## config.mk

```make
export PLATFORM = sky130hd
export DESIGN_NAME = mem_copy_dma
export DESIGN_NICKNAME = d
export VERILOG_FILES = /design/src/rtl/mem_copy_dma_pkg.sv /design/src/rtl/mem_copy_addr_gen.sv /design/src/rtl/mem_copy_dma.sv
export SDC_FILE = /design/constraint.sdc
export NUM_CORES = 1
export LEC_CHECK = 0
export CAP_MARGIN = 20
export CORE_MARGIN = 3
export CORE_UTILIZATION = 55
export CTS_BUF_LIST = sky130_fd_sc_hd__clkbuf_4 sky130_fd_sc_hd__clkbuf_8 sky130_fd_sc_hd__clkbuf_16
export CTS_CLUSTER_DIAMETER = 150
export DETAILED_ROUTE_END_ITERATION = 12
export GPL_TIMING_DRIVEN = 0
export PLACE_DENSITY = 0.94
export SKIP_LAST_GASP = 1
export SLEW_MARGIN = 20
export SYNTH_ARGS = -nofsm -noshare
export SYNTH_HDL_FRONTEND = slang
export SYNTH_SLANG_ARGS = --single-unit
```

## constraint.sdc

```tcl
create_clock -name clk -period 8.09 [get_ports clk]
set_input_delay 0.809 -clock clk [delete_from_list [all_inputs] [get_ports clk]]
set_output_delay 0.809 -clock clk [all_outputs]
set_load 0.05 [all_outputs]
```

## src/rtl/mem_copy_dma_pkg.sv

```systemverilog
// Shared types and default widths for the mem_copy_dma block copier.
package mem_copy_dma_pkg;

    localparam int unsigned ADDR_W_DEF = 32;
    localparam int unsigned DATA_W_DEF = 32;
    localparam int unsigned LEN_W_DEF  = 9;

    typedef enum logic [1:0] {
        IDLE,
        RD,
        WR,
        DONE
    } state_t;

endpackage

```

## src/rtl/mem_copy_addr_gen.sv

```systemverilog
// Base address / word index bookkeeping for mem_copy_dma.
module mem_copy_addr_gen
    import mem_copy_dma_pkg::*;
#(
    parameter int unsigned ADDR_W = ADDR_W_DEF,
    parameter int unsigned LEN_W  = LEN_W_DEF,
    parameter int unsigned STRIDE = 1
) (
    input  logic              clk,
    input  logic              reset,
    input  logic              load,
    input  logic              advance,
    input  logic [ADDR_W-1:0] src_in,
    input  logic [ADDR_W-1:0] dst_in,
    input  logic [LEN_W-1:0]  len_in,
    output logic [ADDR_W-1:0] dst_cur,
    output logic [ADDR_W-1:0] src_next,
    output logic              last
);

    logic [ADDR_W-1:0] src_base;
    logic [ADDR_W-1:0] dst_base;
    logic [ADDR_W-1:0] offset;
    logic [ADDR_W-1:0] src_cur;
    logic [LEN_W-1:0]  len_q;
    logic [LEN_W-1:0]  idx;

    always_ff @(posedge clk) begin
        if (reset) begin
            src_base <= '0;
            dst_base <= '0;
            len_q    <= '0;
            idx      <= '0;
        end else if (load) begin
            src_base <= src_in;
            dst_base <= dst_in;
            len_q    <= len_in;
            idx      <= '0;
        end else if (advance) begin
            idx <= idx + LEN_W'(1);
        end
    end

    // Arithmetic is modulo 2^ADDR_W; wrap is intentional.
    assign offset   = ADDR_W'(idx) * ADDR_W'(STRIDE);
    assign src_cur  = src_base + offset;
    assign dst_cur  = dst_base + offset;
    assign src_next = src_cur + ADDR_W'(STRIDE);
    assign last     = (idx == len_q - LEN_W'(1));

endmodule

```

## src/rtl/mem_copy_dma.sv

```systemverilog
// Word-by-word memory block copier (read cycle then write cycle per word).
// Optional checksum output enabled by MEM_COPY_DMA_CHECKSUM_EN.
module mem_copy_dma
    import mem_copy_dma_pkg::*;
#(
    parameter int unsigned ADDR_W = ADDR_W_DEF,
    parameter int unsigned DATA_W = DATA_W_DEF,
    parameter int unsigned LEN_W  = LEN_W_DEF,
    parameter int unsigned STRIDE = 1
) (
    input  logic              clk,
    input  logic              reset,
    input  logic              start,
    input  logic [ADDR_W-1:0] src_addr,
    input  logic [ADDR_W-1:0] dst_addr,
    input  logic [LEN_W-1:0]  len,
    output logic              busy,
    output logic              done,
    output logic              mem_read,
    output logic              mem_write,
    output logic [ADDR_W-1:0] mem_addr,
    output logic [DATA_W-1:0] mem_wdata,
    input  logic [DATA_W-1:0] mem_rdata
`ifdef MEM_COPY_DMA_CHECKSUM_EN
    ,
    output logic [DATA_W-1:0] checksum
`endif
);

    state_t            state;
    logic              rd_q;
    logic              wr_q;
    logic [ADDR_W-1:0] addr_q;
    logic [DATA_W-1:0] buf_q;
    logic              accept;
    logic              load;
    logic              advance;
    logic [ADDR_W-1:0] dst_cur;
    logic [ADDR_W-1:0] src_next;
    logic              last;

    assign accept  = (state == IDLE) && start;
    assign load    = accept && (len != '0);
    assign advance = (state == WR) && !last;

    mem_copy_addr_gen #(
        .ADDR_W (ADDR_W),
        .LEN_W  (LEN_W),
        .STRIDE (STRIDE)
    ) u_addr_gen (
        .clk      (clk),
        .reset    (reset),
        .load     (load),
        .advance  (advance),
        .src_in   (src_addr),
        .dst_in   (dst_addr),
        .len_in   (len),
        .dst_cur  (dst_cur),
        .src_next (src_next),
        .last     (last)
    );

    always_ff @(posedge clk) begin
        if (reset) begin
            state  <= IDLE;
            busy   <= 1'b0;
            done   <= 1'b0;
            rd_q   <= 1'b0;
            wr_q   <= 1'b0;
            addr_q <= '0;
            buf_q  <= '0;
        end else begin
            done <= 1'b0;
            unique case (state)
                IDLE: begin
                    if (start) begin
                        if (len != '0) begin
                            state  <= RD;
                            busy   <= 1'b1;
                            rd_q   <= 1'b1;
                            addr_q <= src_addr;
                        end else begin
                            state <= DONE;
                            done  <= 1'b1;
                        end
                    end
                end
                RD: begin
                    buf_q  <= mem_rdata;
                    rd_q   <= 1'b0;
                    wr_q   <= 1'b1;
                    addr_q <= dst_cur;
                    state  <= WR;
                end
                WR: begin
                    wr_q <= 1'b0;
                    if (last) begin
                        state  <= DONE;
                        busy   <= 1'b0;
                        done   <= 1'b1;
                        addr_q <= '0;
                    end else begin
                        state  <= RD;
                        rd_q   <= 1'b1;
                        addr_q <= src_next;
                    end
                end
                DONE: begin
                    state <= IDLE;
                end
                default: state <= IDLE;
            endcase
        end
    end

    // Bus strobes are released while reset is held so an in-flight access is dropped.
    assign mem_read  = rd_q && !reset;
    assign mem_write = wr_q && !reset;
    assign mem_addr  = reset ? '0 : addr_q;
    assign mem_wdata = buf_q;

`ifdef MEM_COPY_DMA_CHECKSUM_EN
    always_ff @(posedge clk) begin
        if (reset || accept) begin
            checksum <= '0;
        end else if (state == WR) begin
            checksum <= checksum + buf_q;
        end
    end
`endif

endmodule

```

### Word-level counts from Yosys, hierarchy flattened

Cells that the tools add are included.

| storage, ports and cells | value |
|---|---|
| latch bits | 0 |
| output and inout bits | 68 |
| memories kept | 0 |
| input bits | 108 |
| RAM bits | 0 |
| word-level logic and storage cells | 60 |
| ROM bits | 0 |
| flip-flop bits (word level) | 152 |

| cells by class | value |
|---|---|
| bitwise gates (word level) | 0 |
| div/mod/pow operators | 0 |
| magnitude comparators | 0 |
| mux-type cells | 20 |
| reductions and logical operators | 16 |
| $mul | 0 |
| shift operators | 0 |
| $add $sub $neg | 5 |
| equal/unequal tests | 8 |

Operators by type and width:

| operator | count |
|---|---|
| 32-bit two-way mux | 4 |
| 32-bit case mux with 3 select lines | 1 |
| 32-bit by 9-bit adder with 32-bit output | 2 |
| 32-bit by 1-bit adder with 32-bit output, second input constant | 1 |
| 9-bit by 1-bit adder with 9-bit output, second input constant | 1 |
| 9-bit equality test | 1 |
| 9-bit nonzero test | 1 |
| 9-bit by 1-bit subtractor with 9-bit output, second input constant | 1 |
| 2-bit case mux with 4 select lines | 1 |
| 4-bit AND reduction | 2 |
| 1-bit two-way mux | 7 |
| 2-bit two-way mux | 3 |
| 2-bit inequality test, second input constant | 3 |
| 1-bit case mux with 2 select lines | 3 |
| 1-bit logical AND | 5 |
| 2-bit equality test, second input constant | 2 |
| 2-bit nonzero test | 2 |
| 1-bit case mux with 3 select lines | 1 |
| 3-bit AND reduction | 1 |
| 3-bit nonzero test | 1 |
| 2-bit by 1-bit equality test with 1-bit output, second input constant | 1 |
| 1-bit logical NOT | 2 |
| 2-bit logical NOT | 1 |
| 2-bit by 1-bit inequality test with 1-bit output, second input constant | 1 |
| 2-bit OR reduction | 1 |

### Longest topological paths before layout

Gate-level depths: netlist of run 1.

| logic depth | value |
|---|---|
| depth after elaboration | 4 |
| gate-level depth with buffers | 11 |
| gate-level depth less buffers | 11 |

### Cells and area by module

A second synthesis of run 1 with hierarchy kept.

| unflattened totals | value |
|---|---|
| cells, all modules | 946 |
| area total of the unflattened synthesis | 8444.3 um^2 |

By module, submodules not included:

| module | sequential area each (um^2) | times used | cells each | area an instance (um^2) |
|---|---|---|---|---|
| mem_copy_addr_gen | 1641.6 | 1 | 548 | 4859.7 |
| mem_copy_dma | 1401.3 | 1 | 398 | 3584.7 |

### Worst setup path before layout of run 1

OpenSTA, ideal clock, no wires.

| path | value |
|---|---|
| path type | input -> output |
| start | input reset |
| end | output mem_addr[17] |
| path buffers | 3 |
| path slack | 5.206 ns |
| cell stages on the path | 4 |
| arrival time | 2.075 ns |
| data required time | 7.281 ns |
| cell sequence | clkbuf_1 clkbuf_1 clkbuf_1 nor2b_1 |

| on the way | value |
|---|---|
| cells in the longest elaborated chain, start to end | 1 |

Ends and longest elaborated chain:

| element | RTL line | RTL |
|---|---|---|
| from (decl) | mem_copy_dma.sv:12 | `input logic reset,` |
| 32-bit two-way mux | mem_copy_dma.sv:119 | `assign mem_addr = reset ? '0 : addr_q;` |
| to (decl) | mem_copy_dma.sv:21 | `output logic [ADDR_W-1:0] mem_addr,` |

Every way passes these cells.

### Final worst setup path of run 1

| path | value |
|---|---|
| start | input reset |
| end | output mem_addr[29] |

The elaborated chain is that of the path after synthesis.

==> results of run 1 <==
[stage by stage]
step                area [µm²]  hold slack [ns]
finish                   10780           0.4585
detailed placement       10140           0.4489
global route             10780           0.4885
floorplan                 8167           0.4363
global placement         10130           0.4445
CTS                      10780           0.4571
[final cells by class]
class | instances | area (µm²)
timing repair buffer | 174 | 1742
tap | 180 | 225.2
buffer | 67 | 270.3
inverter | 22 | 82.58
clock buffer | 21 | 467.9
clock inverter | 11 | 168.9
sequential | 152 | 3043
multi-input combinational | 790 | 4776
fill | 1016 | 3428
[power groups by stage]
stage | Clock, W | Sequential [W] | Combinational, W
after floorplan | 0 | 0.00120 | 0.00109
after detailed placement | 0 | 0.00109 | 0.00177
after global placement | 0 | 0.00108 | 0.00172
after global routing | 0.000894 | 0.00110 | 0.00194
after CTS | 0.000862 | 0.00108 | 0.00179
final | 0.000864 | 0.00108 | 0.00182
[worst max-delay path: stages]
cell	delay (ns)
clkbuf_1	0.37
clkbuf_1	0.50
buf_1	0.47
nor2b_1	0.14
clkdlybuf4s50_1	0.72
[path summary, 6_finish.rpt]
check / start / end
min reg2reg: u_addr_gen.dst_base[31]$_SDFFE_PP0P_ / u_addr_gen.dst_base[31]$_SDFFE_PP0P_
max reg2reg: u_addr_gen.idx[0]$_SDFFE_PP0P_ / addr_q[14]$_SDFFE_PP0P_
max: reset / mem_addr[29]
min: u_addr_gen.dst_base[31]$_SDFFE_PP0P_ / u_addr_gen.dst_base[31]$_SDFFE_PP0P_
[sequential cells by signal, indices dropped and copies added, names as in the netlist]
name                 flops
addr_q                  32
busy                     1
done                     1
mem_wdata               32
rd_q                     1
state                    2
u_addr_gen.dst_base     32
u_addr_gen.idx           9
u_addr_gen.len_q         9
u_addr_gen.src_base     32
wr_q                     1
[cells in the final DEF, fill, tap and decap left out, types with 10 or more instances in the layout]
cell	count
nor3_1	37
dfxtp_1	152
ha_1	25
clkbuf_1	54
clkdlybuf4s50_1	174
mux2i_1	32
clkbuf_16	17
nand2_1	175
nand3_1	20
nor2b_1	36
a221oi_1	24
a21oi_1	98
o211ai_1	11
inv_1	22
xor2_1	32
o21ai_0	18
nor4_1	35
nor2_1	97
xnor2_1	39
nand4_1	10
[kinds of logic after synthesis]
| family | share of synthesized area |
|---|---|
| and+or+nand+nor | 0.2609 |
| muxes | 0.04060 |
| AOI/OAI and AO/OA | 0.1633 |
| buffers and inverters | 0.04320 |
| xor gates and xnor gates | 0.07615 |
| DFF | 0.3726 |
| adders and majority gates | 0.04321 |
[routing by layer]
metal | wire length (µm) | track usage
met5 | 0 | 0
met4 | 838 | 0.1099
met3 | 3286 | 0.1083
met2 | 12600 | 0.5323
met1 | 10290 | 0.4015
==> results.cfg, run 1 <==
[grt]
grt_usage = 0.3246
gr-total-overflow = 0
grt_pass1_wl_mm = 42.47
grt_pass1_vias = 8403
grt_max_degree = 17
antenna_found_initial = 0

[synth]
synth.area.top_cells = dfxtp_1 37%, nand2_1 8.0%, a21oi_1 6.0%
synth_cell_types = 58
synth_top_area_share = 0.3726
ys_ff_latch = 152
yosysTopAreaCell = dfxtp_1
syn_area_um2 = 8167
synthCells = 1031
syn_area_per_cell_um2 = 7.921
synth_top_cells_by_count = 175 x nand2_1, 152 x dfxtp_1, 98 x a21oi_1, 97 x nor2_1, 54 x clkbuf_1
synth_nets = 1166
synth-warning-count = 0
seq_area_frac_synth = 0.3726
synth_most_common_cell = nand2_1
synth_edf_count = 0
synth_ff_type = dfxtp_1
async_flop_share = 0

[floorplan]
die-area_um2 = 16350
fp-row-count = 43
start_util = 0.5750
ios = 176
die_x_um = 127.9
coreArea_um2 = 14200
die_h_um = 127.9

[setup_path]
critPathMaxFanout = 10
cp-start-kind = primary input
critPathKind = in -> out
reg2reg_depth = 9
cp.arrival_ns = 3.02
cp_data_required_time_ns = 7.28
rrSetupSlack_ns = 4.47
cp-end-kind = output port

[timing]
tns_ns = 0
fin_crit_sh = 0.4727
worst_slew_pin_slew_ns = 1.049
relSlewSlack = 0.2976
finalSetupViolations = 0
hold_violations = 0
slew_viol_final = 0
rsz0062_at_grt = no
clock_skew_ns = 0.01077
worst_slack_ns = 4.266
max_freq_mhz = 261.5
min_period_ns = 3.824

[clocking]
htreeDepth = 4
clock_path_buffers = 2
cts_hold_buf = 0
cts_tree = done
clkTransAtPathRegs_ns = 0.06
cts_resized = 0
cts_num_sinks = 152
cts_root_buf = clkbuf_16
insertion_delay_ns = 0.44
numCtsBuffers = 17
cts_setup_buffers = 0

[placement]
placed_cells = 1385
gp_congestion = 0.9991
post-place-ws_ns = 4.257
post-dp-hpwl_mm = 19.82
io_buffers = 174

[pwr]
p_seq_frac = 0.287
p_clk_frac = 0.229
power_w = 0.003773
irDropWorstVdd_uv = 245.6
p_per_area_nw_per_um2 = 350.1
p_leak_nw = 4.095
swShare = 0.4405
comb_power_share = 0.484
p_int_w = 0.002111
p_switching_w = 0.001662

[drt]
vias = 8743
final_antenna_net_count = 0
route.final.wire_length_mm = 27.01
drc = 0
via_per_inst = 6.170
first_pass_iters = 6
wire_per_inst_um = 19.06
drtIter0Drc = 938

[job]
cap_violations = 0

[status]
outcome = completed

[hold_path]
hp-class = reg -> reg
whs_path_depth = 2

[layout]
syn_to_final_growth_pct = 31.94
fin_cells = 1417
final_util = 0.7586
antenna_cells = 0
layout-drive-gt1-share = 0.04204
nets = 1359
No activity file was read; power rests on OpenSTA's default activity.
==> run 2: changes to the inputs <==
--- a/config.mk
+++ b/config.mk
@@ -7,12 +7,12 @@
 export LEC_CHECK = 0
 export CAP_MARGIN = 20
 export CORE_MARGIN = 3
-export CORE_UTILIZATION = 55
+export CORE_UTILIZATION = 47
 export CTS_BUF_LIST = sky130_fd_sc_hd__clkbuf_4 sky130_fd_sc_hd__clkbuf_8 sky130_fd_sc_hd__clkbuf_16
 export CTS_CLUSTER_DIAMETER = 150
 export DETAILED_ROUTE_END_ITERATION = 12
 export GPL_TIMING_DRIVEN = 0
-export PLACE_DENSITY = 0.94
+export PLACE_DENSITY = 0.86
 export SKIP_LAST_GASP = 1
 export SLEW_MARGIN = 20
 export SYNTH_ARGS = -nofsm -noshare
==> constraint.sdc (replaced) <==
create_clock -name clk -period 3.5 [get_ports clk]
set_input_delay 0.35 -clock clk [delete_from_list [all_inputs] [get_ports clk]]
set_output_delay 0.35 -clock clk [all_outputs]
set_load 0.05 [all_outputs]
==> results.cfg, run 2 (synthesis gave the netlist of run 1 again) <==
[placement]
post-place-ws_ns = 0.1093
post-dp-hpwl_mm = 20.41
gp_congestion = 0.9915
io_buffers = 174

[grt]
grt_max_degree = 17
grt_pass1_vias = 8239
antenna_found_initial = 0
grt_pass1_wl_mm = 42.36
gr-total-overflow = 0
grt_usage = 0.2865

[pwr]
irDropWorstVdd_uv = 571.4
p_per_area_nw_per_um2 = 792.3
p_leak_nw = 4.078

[timing]
slew_viol_final = 0
min_period_ns = 3.298
fin_crit_sh = 0.9422
hold_violations = 0
worst_slack_ns = 0.2023
max_freq_mhz = 303.2
clock_skew_ns = 0.009151
rsz0062_at_grt = no
relSlewSlack = 0.4471
worst_slew_pin_slew_ns = 0.8279
finalSetupViolations = 0
tns_ns = 0

[clocking]
cts_hold_buf = 0
cts_num_sinks = 152
insertion_delay_ns = 0.43
htreeDepth = 4
cts_root_buf = clkbuf_16
clock_path_buffers = 2
numCtsBuffers = 17
cts_tree = done
clkTransAtPathRegs_ns = 0.07
cts_setup_buffers = 0
cts_resized = 0

[floorplan]
coreArea_um2 = 16820
die-area_um2 = 18990
ios = 176
die_h_um = 137.8
die_x_um = 137.8
start_util = 0.4856
fp-row-count = 47

[setup_path]
critPathKind = reg -> reg
cpLargestDelayFamily = compound AO/OA/AOI/OAI gates
cp_slowest_stage_delay_ns = 0.54
path_buf_inv = 0
worstReg2RegStart = u_addr_gen.idx[0]$_SDFFE_PP0P_
crit_slowest_cell = a31oi_2
cp-end-kind = flip-flop
startpoint = u_addr_gen.idx[0]$_SDFFE_PP0P_
cp_data_required_time_ns = 3.84
path_cells = ha_1 -> fa_1 -> a211oi_1 -> o211ai_1 -> a31oi_2 -> nor2_1 -> xnor2_1 -> a221oi_1 -> nor4_1
critPathMaxFanout = 10
cp-start-kind = flip-flop
cp.arrival_ns = 3.64

[drt]
route.final.wire_length_mm = 27.01
first_pass_iters = 6
vias = 8430
via_per_inst = 5.786
final_antenna_net_count = 0
wire_per_inst_um = 18.54
drtIter0Drc = 855
drc = 0

[status]
outcome = completed

[layout]
most-common-layout-cells = 175 x nand2_1, 174 x clkdlybuf4s50_1, 152 x dfxtp_1, 98 x a21oi_1, 97 x nor2_1
nets = 1359
syn_to_final_growth_pct = 32.10
layout_commonest_cell = nand2_1
antenna_cells = 0
layout-drive-gt1-share = 0.04446

[job]
cap_violations = 0

[hold_path]
min_from = u_addr_gen.src_base[0]$_SDFFE_PP0P_
hp-class = reg -> reg
run 2: cell count changes in the layout (fill, tap and decap cells not counted):
cell,delta
a31oi_1,-2
a31oi_2,+2
bufinv_16,-2
clkbuf_1,-1
clkbuf_2,+1
clkbuf_4,-2
clkbuf_8,-1
clkinv_2,+2
clkinv_4,+2
clkinvlp_4,-1
inv_6,+2
run 2: worst paths after layout:
check / to / slack, ns / depth (start not counted)
max: addr_q[14]$_SDFFE_PP0P_ / 0.20 / 9
min: u_addr_gen.src_base[0]$_SDFFE_PP0P_ / 0.46 / 2
max reg2reg: addr_q[14]$_SDFFE_PP0P_ / 0.20 / 9
min reg2reg: u_addr_gen.src_base[0]$_SDFFE_PP0P_ / 0.46 / 2
run 2: power by group:
group / total [W] / switching [W] / internal [W]
sequential: 0.00250 / 0.000330 / 0.00217
clock: 0.00184 / 0.000767 / 0.00107
combinational: 0.00421 / 0.00275 / 0.00147
total: 0.00855 / 0.00384 / 0.00471
run 2: area by class of cell:
type,instances,area (µm²)
Buffer,67,271.5
Inverter,22,82.58
Fill cell,1418,6031
Tap cell,220,275.3
Sequential cell,152,3043
Clock buffer,18,439.2
Multi-Input combinational cell,790,4788
Clock inverter,14,146.4
Timing Repair Buffer,174,1742
run 2: per-stage QoR:
step | total power [W] | area, µm² | hold WS [ns] | std cells | util
CTS | 0.008472 | 10770 | 0.4621 | 1457 | 0.6406
global placement | 0.006537 | 10180 | 0.4432 | 1425 | 0.6055
global route | 0.008976 | 10790 | 0.4721 | 1457 | 0.6414
finish | 0.008547 | 10790 | 0.4642 | 1457 | 0.6414
detailed placement | 0.006641 | 10190 | 0.4542 | 1425 | 0.6058
floorplan | 0.005287 | 8167 | 0.4363 | 1031 | -
run 2: routing by layer:
layer	global-route usage	vias to the layer above	part of all wire
li1	-	4015	-
met1	0.3444	3847	0.39
met2	0.4789	490	0.46
met3	0.09569	78	0.12
met4	0.1004	0	0.030
met5	0	-	0
run 2: worst reg2reg max path, delay by kind of cell, from the launching register on:
kind / cells / cell delay, ns
compound gates: 4 / 1.34
xor+xnor: 1 / 0.35
fa+ha+maj: 2 / 0.73
flops: 1 / 0.39
simple gates: 2 / 0.41
